File: src/rtl/ef_apb_wb_irq_bridge.sv
// ef_apb_wb_irq_bridge: APB slave to Wishbone master bridge with a flag interrupt controller.
// Define EF_APB_WB_TIMEOUT_EN to abort Wishbone transfers that wait TIMEOUT cycles without ack.
module ef_apb_wb_irq_bridge #(
  parameter int WB_DW   = 16,
  parameter int WB_AW   = 3,
  parameter int NUM_IRQ = 9,
  parameter int TIMEOUT = 255
) (
  input  logic               clk,
  input  logic               rst,
  input  logic               PSEL,
  input  logic               PENABLE,
  input  logic               PWRITE,
  input  logic [31:0]        PADDR,
  input  logic [31:0]        PWDATA,
  output logic [31:0]        PRDATA,
  output logic               PREADY,
  output logic               PSLVERR,
  output logic [WB_AW-1:0]   wb_adr_o,
  output logic [WB_DW-1:0]   wb_dat_o,
  input  logic [WB_DW-1:0]   wb_dat_i,
  output logic               wb_we_o,
  output logic [WB_DW/8-1:0] wb_sel_o,
  output logic               wb_cyc_o,
  output logic               wb_stb_o,
  input  logic               wb_ack_i,
  input  logic [NUM_IRQ-1:0] flags,
  output logic               irq
);
  localparam int S = (WB_DW == 32) ? 2 : 1;
  typedef enum logic [1:0] {IDLE, LOCAL, WB, RESP} state_t;
  state_t r_state, w_next;
  logic [31:0] r_prdata, w_rdata;
  logic r_pready, r_pslverr, r_irq;
  logic [NUM_IRQ-1:0] r_im, r_edge, r_ris, r_flags_q, w_wdata, w_icr;
  logic [7:0] w_off;
  logic w_start, w_local, w_ack, w_tmo, w_unmap, w_wr, w_unused;
  assign w_start  = PSEL & PENABLE & ~PREADY;
  assign w_local  = PADDR[15:8] == 8'h0F;
  assign w_off    = PADDR[7:0];
  assign w_ack    = (r_state == WB) & wb_ack_i;
  assign w_wr     = (r_state == LOCAL) & PWRITE;
  assign w_wdata  = PWDATA[NUM_IRQ-1:0];
  assign w_icr    = (w_wr & (w_off == 8'h10)) ? w_wdata : '0;
  assign w_unused = ^{PADDR, PWDATA, TIMEOUT != 0};
  assign PRDATA   = r_prdata;
  assign PREADY   = r_pready;
  assign PSLVERR  = r_pslverr;
  assign irq      = r_irq;
  assign wb_cyc_o = r_state == WB;
  assign wb_stb_o = r_state == WB;
  assign wb_we_o  = (r_state == WB) & PWRITE;
  assign wb_adr_o = PADDR[WB_AW+S-1:S];
  assign wb_dat_o = PWDATA[WB_DW-1:0];
  assign wb_sel_o = '1;
`ifdef EF_APB_WB_TIMEOUT_EN
  logic [15:0] r_cnt;
  always_ff @(posedge clk or posedge rst)
    if (rst) r_cnt <= '0;
    else r_cnt <= (r_state == WB) ? r_cnt + 16'd1 : '0;
  assign w_tmo = (r_state == WB) & ~wb_ack_i & (r_cnt == 16'(TIMEOUT - 1));
`else
  assign w_tmo = 1'b0;
`endif
  always_ff @(posedge clk or posedge rst)
    if (rst) r_state <= IDLE;
    else r_state <= w_next;
  always_comb begin
    w_next = r_state;
    case (r_state)
      IDLE:    if (w_start) w_next = w_local ? LOCAL : WB;
      LOCAL:   w_next = RESP;
      WB:      if (w_ack | w_tmo) w_next = RESP;
      default: w_next = IDLE;
    endcase
  end
  always_comb begin
    w_unmap = 1'b0;
    w_rdata = '0;
    case (w_off)
      8'h04:   w_rdata = 32'(r_ris);
      8'h08:   w_rdata = 32'(r_im);
      8'h0C:   w_rdata = 32'(r_ris & r_im);
      8'h10:   w_rdata = '0;
      8'h14:   w_rdata = 32'(r_edge);
      default: begin
        w_unmap = 1'b1;
        w_rdata = 32'hDEADBEEF;
      end
    endcase
  end
  // Edge-mode bits: a new rising edge beats a same-cycle ICR clear
  always_ff @(posedge clk or posedge rst) begin
    if (rst) begin
      r_prdata  <= '0;
      r_pready  <= 1'b0;
      r_pslverr <= 1'b0;
      r_irq     <= 1'b0;
      r_im      <= '0;
      r_edge    <= '0;
      r_ris     <= '0;
      r_flags_q <= '0;
    end else begin
      r_flags_q <= flags;
      r_ris     <= (~r_edge & flags) | (r_edge & ((flags & ~r_flags_q) | (r_ris & ~w_icr)));
      r_irq     <= |(r_ris & r_im);
      r_pready  <= w_next == RESP;
      if (r_state == LOCAL) begin
        r_pslverr <= w_unmap;
        if (~PWRITE | w_unmap) r_prdata <= w_rdata;
        if (w_wr & (w_off == 8'h08)) r_im <= w_wdata;
        if (w_wr & (w_off == 8'h14)) r_edge <= w_wdata;
      end else if (w_ack) begin
        r_pslverr <= 1'b0;
        if (~PWRITE) r_prdata <= 32'(wb_dat_i);
      end else if (w_tmo) begin
        r_pslverr <= 1'b1;
        r_prdata  <= 32'hDEADBEEF;
      end else if (r_state == IDLE) r_pslverr <= 1'b0;
    end
  end
endmodule

File: config.mk
export PLATFORM = sky130hd
export DESIGN_NAME = ef_apb_wb_irq_bridge
export DESIGN_NICKNAME = d
export VERILOG_FILES = /design/src/rtl/ef_apb_wb_irq_bridge.sv
export SDC_FILE = /design/constraint.sdc
export NUM_CORES = 1
export LEC_CHECK = 0
export ABC_AREA = 1
export CORE_MARGIN = 1
export CORE_UTILIZATION = 41
export DETAILED_ROUTE_END_ITERATION = 12
export GPL_TIMING_DRIVEN = 1
export PLACE_DENSITY = 0.8
export SLEW_MARGIN = 30
export SYNTH_ARGS = -nofsm -noshare
export SYNTH_HDL_FRONTEND = slang
export SYNTH_SLANG_ARGS = --single-unit
File: constraint.sdc
create_clock -name clk -period 1.85 [get_ports clk]
set_input_delay 0.185 -clock clk [delete_from_list [all_inputs] [get_ports clk]]
set_output_delay 0.185 -clock clk [all_outputs]
set_load 0.02 [all_outputs]
---- Word level (Yosys, flattened, before mapping) ----
Index checks and enable logic that the tools add are counted.
cells by class
  eq/ne operators ......................... 11
  multiplexer cells ....................... 14
  bitwise operators ....................... 22
  reduce and logical (&&, ||, !) cells .... 8
operator list
  operator              number
  $pmux W32 S5          1
  $mux W32              4
  $and A9 B9 Y9         6
  $not A9 Y9            3
  $eq A8 B4 Y1 const B  3
  $or A9 B9 Y9          2
  $eq A8 B5 Y1 const B  2
  $mux W9               1
  $reduce_or A9 Y1      1
  $and A1 B1 Y1         8
  $eq A8 B3 Y1 const B  1
  $mux W2               3
  $pmux W2 S3           1
  $reduce_or A5 Y1      1
  $eq A2 B2 Y1 const B  2
  $mux W1               4
  $ne A2 B1 Y1 const B  2
  $reduce_and A2 Y1     2
  $reduce_and A3 Y1     1
  $reduce_bool A3 Y1    1
  $eq A2 B1 Y1 const B  1
  $logic_not A2 Y1      1
  $not A1 Y1            2
  $reduce_bool A2 Y1    1
  $or A1 B1 Y1          1
storage, ports and cells
  bits in registers ....................... 73
  bits of input ports ..................... 95
  output and inout port bits .............. 59
  word-level logic and storage cells ...... 64

---- Logic depth before layout (Yosys ltp) ----
  depth after elaboration ................. 9
  depth in mapped cells ................... 12
  depth with buffers taken out ............ 11

---- Worst setup path after synthesis ----
No wires, ideal clock.
  path type ............................... flip-flop to flip-flop
  start ................................... register r_state[0]
  end ..................................... register r_prdata[0] (netlist: PRDATA[0])
  setup time .............................. 0.117 ns
  data arrival time ....................... 1.618 ns
  required time ........................... 1.733 ns
  setup slack ............................. 0.115 ns
  stages on the path, launching flop included .. 11
  buffers on the path ..................... 1
  clock period less this slack ............ 1.735 ns
  path through ............................ dfrtp_1 > inv_1 > ha_1 > a21oi_1 > nor2_1 > inv_1 > nand2_4 > inv_4 > buf_8 > nand2_1 > nand2_1
on the way
  longest elaborated chain between the ends .. 4
  elaborated cells between the ends (all ways) .. 8
  those cells by class .................... eq/ne (4); mux (1); bitwise (1); reduce/logical (2)
RTL lines
  element                       line  RTL
  start: declaration            32    state_t r_state, w_next;
  start signal: assignment      67    else r_state <= w_next;
  $eq A2 B2 Y1                  -
  named net wb_cyc_o            24    output logic wb_cyc_o,
  $and A1 B1 Y1                 41    assign w_ack = (r_state == WB) & wb_ack_i;
  $reduce_bool A2 Y1 (no line)  -
  $reduce_and A3 Y1 (no line)   -
  end signal: assignment        110   if (~PWRITE | w_unmap) r_prdata <= w_rdata;
  end signal: assignment        115   if (~PWRITE) r_prdata <= 32'(wb_dat_i);
  end: declaration              33    logic [31:0] r_prdata, w_rdata;
The timed path passes the listed nets, and every way through them passes these cells.
A chain may end at the register's enable or synchronous reset.

---- Worst setup path in the final report ----
  start ................................... register r_state[0]
  end ..................................... output port wb_we_o
on the way
  longest elaborated chain between the ends .. 2
RTL lines
  element           line  RTL
  $eq A2 B2 Y1      52    assign wb_we_o = (r_state == WB) & PWRITE;
  $and A1 B1 Y1     52
  end: declaration  22    output logic wb_we_o,
Every way passes these cells.

==> metrics.cfg <==
[setup_path]
startpoint_type = register
critPathKind = reg2out
path_cells = inv_1 -> ha_1 -> nand2_1 -> inv_1 -> dlygate4sd2_1
r2r_slack_ps = 150
crit_path_end_kind = primary output
cp_num_buf_inv = 3
worst_path_most_repeated_cell = inv_1
path_max_fanout = 5
slowest_stage = dfrtp_1
critPathTopFamily = buffers and inverters
critPathArrivalTime_ps = 1550
worstPathRequired_ps = 1660
slowest_delay_ps = 420

[global_routing]
antenna_found_initial = 0
overflow = 0
grt_pass1_wl_um = 12400
grt_pass1_vias = 2746
gr-usage-all-layers = 0.187
grt_max_degree = 59

[run_status]
status = completed

[die]
dieArea_mm2 = 0.00829
boundaryPins = 154
die_h_um = 91.0
coreArea_mm2 = 0.00769
std_cell_rows = 32
start_util = 0.423
die_x_um = 91.0

[detailed_routing]
detail_route.wl_per_cell_um = 12.1
wl_um = 7440
drc = 0
first_pass_iters = 4
drtAntennaViolNets = 0
vias = 2860
drtIter0Drc = 113
vias_per_cell = 4.64

[cts]
clockBufferDepth = 2
cts_tree = yes
ctsHoldBuffers = 0
cts.sinks = 58
cts_buffers = 9
htree_levels = 3
root_buffer = clkbuf_8
insertion_delay_ps = 330
path_clk_slew_ps = 60

[power_and_ir_drop]
seqPwrFrac = 0.338
power.density_mw_per_mm2 = 1160
internal_power_mw = 3.17
p_switching_mw = 1.90
p_clk_frac = 0.220
vdd_ir_drop_max_mv = 0.586
power_frac_comb = 0.442
leakage_nw = 2.17
swShare = 0.375

[timing]
clock_skew_ps = 4.70
setup_ws_ps = 110
fin_crit_sh = 0.941
period_needed_ps = 1740
setup_tns_ps = 0
hold_ws_ps = 233
hold_viol = 0
rsz0062_at_grt = no
drv_slew = 0
clock.fmax_mhz = 575
setup_violations = 0

[synthesis]
synth_cells = 424
synth_seq_area_share = 0.447
yosysWarnings = 0
synth_area_mm2 = 0.00325
synth_seq_cells = 58
syn_area_per_cell_um2 = 7.66
ys_types = 29

[job]
maxCapViolCount = 0

[cells_and_area]
utilization = 0.570
final_common_cell = nand2_1
diodes = 0
fin_nets = 609
synthToLayoutAreaGrowth_pct = 34.8
layout.cells.non_filler = 616
drive_gt1_frac = 0.105
layout_common_cells = 161 x nand2_1, 97 x clkdlybuf4s50_1, 58 x dfrtp_1, 34 x inv_1, 27 x nand3_1

[placed_design]
place.gp.congestion = 0.868
hpwl_um = 5660
pre_cts_ws_ps = -18.6
port_buffers = 100
dp.cells = 601

[hold_path]
hold_path.class = in2async

## power groups by stage
stage / clock, mW / sequential, mW / combinational, mW
CTS: 1.15 / 1.71 / 2.25
detailed placement: 0 / 1.73 / 2.26
global placement: 0 / 1.71 / 2.22
floorplan: 0 / 1.94 / 1.30
global route: 1.19 / 1.75 / 2.45
finish: 1.11 / 1.71 / 2.24
## sequential cells by signal, summed over array words and instances, names as in the netlist
| name | count |
|---|---|
| PRDATA | 17 |
| PREADY | 1 |
| PSLVERR | 1 |
| irq | 1 |
| r_edge | 9 |
| r_flags_q | 9 |
| r_im | 9 |
| r_ris | 9 |
| r_state | 2 |
## layer usage
layer,up-vias,routed length (um),GRT usage
met3,9,408,0.0452
met5,-,0,0
met4,0,82,0.0622
met1,1306,3250,0.230
met2,84,3700,0.322
li1,1461,-,-
## timing repair
item | in CTS | in global routing
buffers inserted | 0 | 0
gates resized for setup | 3 | 2
pin swaps | 0 | 0
endpoints found under the setup margin | 3 | 13
## final timing paths
kind	from	to	cells after the start
min	rst	r_state[0]	3
max reg2reg	r_state[0]	PRDATA[7]	9
max	r_state[0]	wb_we_o	5
min reg2reg	PRDATA[2]	PRDATA[2]	2
min in group clk	flags[6]	r_flags_q[6]	1
max in group asynchronous	rst	r_im[5]	3
## worst reg2reg max path, delay by kind of cell (launching register included)
kind | cells | cell delay, ps
flip-flops | 1 | 410
buffers and inverters | 3 | 370
adder cells (fa/ha/maj) | 1 | 270
AND/OR/NAND/NOR | 4 | 360
AO/OA/AOI/OAI | 1 | 230
## layout make-up
type | instances | area (um^2)
fillers | 717 | 3310
clock buffers | 12 | 145
repair buffers | 113 | 1120
multi-input cells | 288 | 1350
clock inverters | 3 | 40.0
inverters | 40 | 153
flip-flops and latches | 58 | 1450
well taps | 102 | 128
## kinds of logic (layout without fill, tap and decap cells)
kind of cell | Yosys count | after routing | synth area share
other cells | 2 | 7 | 0.00231
simple gates | 235 | 235 | 0.317
compound gates | 42 | 42 | 0.0732
flops | 58 | 58 | 0.447
buf+inv | 83 | 168 | 0.146
fa+ha+maj | 4 | 4 | 0.0154
## synthesized netlist by cell type
cell        n  area [um^2]
clkinv_1    1         3.75
o21ai_0    24          120
o31ai_1     1         7.51
nor2_2      3         18.8
a21oi_1     7         35.0
nand3_4     1         17.5
nand2_2     4         25.0
clkbuf_1    1         3.75
clkbuf_2    1         5.00
nand3_1    27          135
or2_2       7         43.8
dfrtp_1    58         1450
nand2_1   161          604
buf_6       1         11.3
inv_2       2         7.51
nand4_1     4         25.0
conb_1      2         7.51
o211ai_1   10         75.1
inv_4       1         6.26
buf_1       1         3.75
nor3_1      1         5.00
nor2_1     20         75.1
inv_1      36          135
buf_4      37          278
nor2_4      6         67.6
buf_8       1         15.0
ha_1        4         50.1
buf_2       1         5.00
nand2_4     1         11.3
## per-stage QoR
stage	power [mW]	cell area (um^2)
2_1_floorplan	3.24	3270
3_3_place_gp	3.93	4200
3_5_place_dp	4.00	4200
4_1_cts	5.11	4380
5_1_grt	5.40	4380
6_report	5.07	4380
Note: power is estimated with default switching activity, not from simulation.
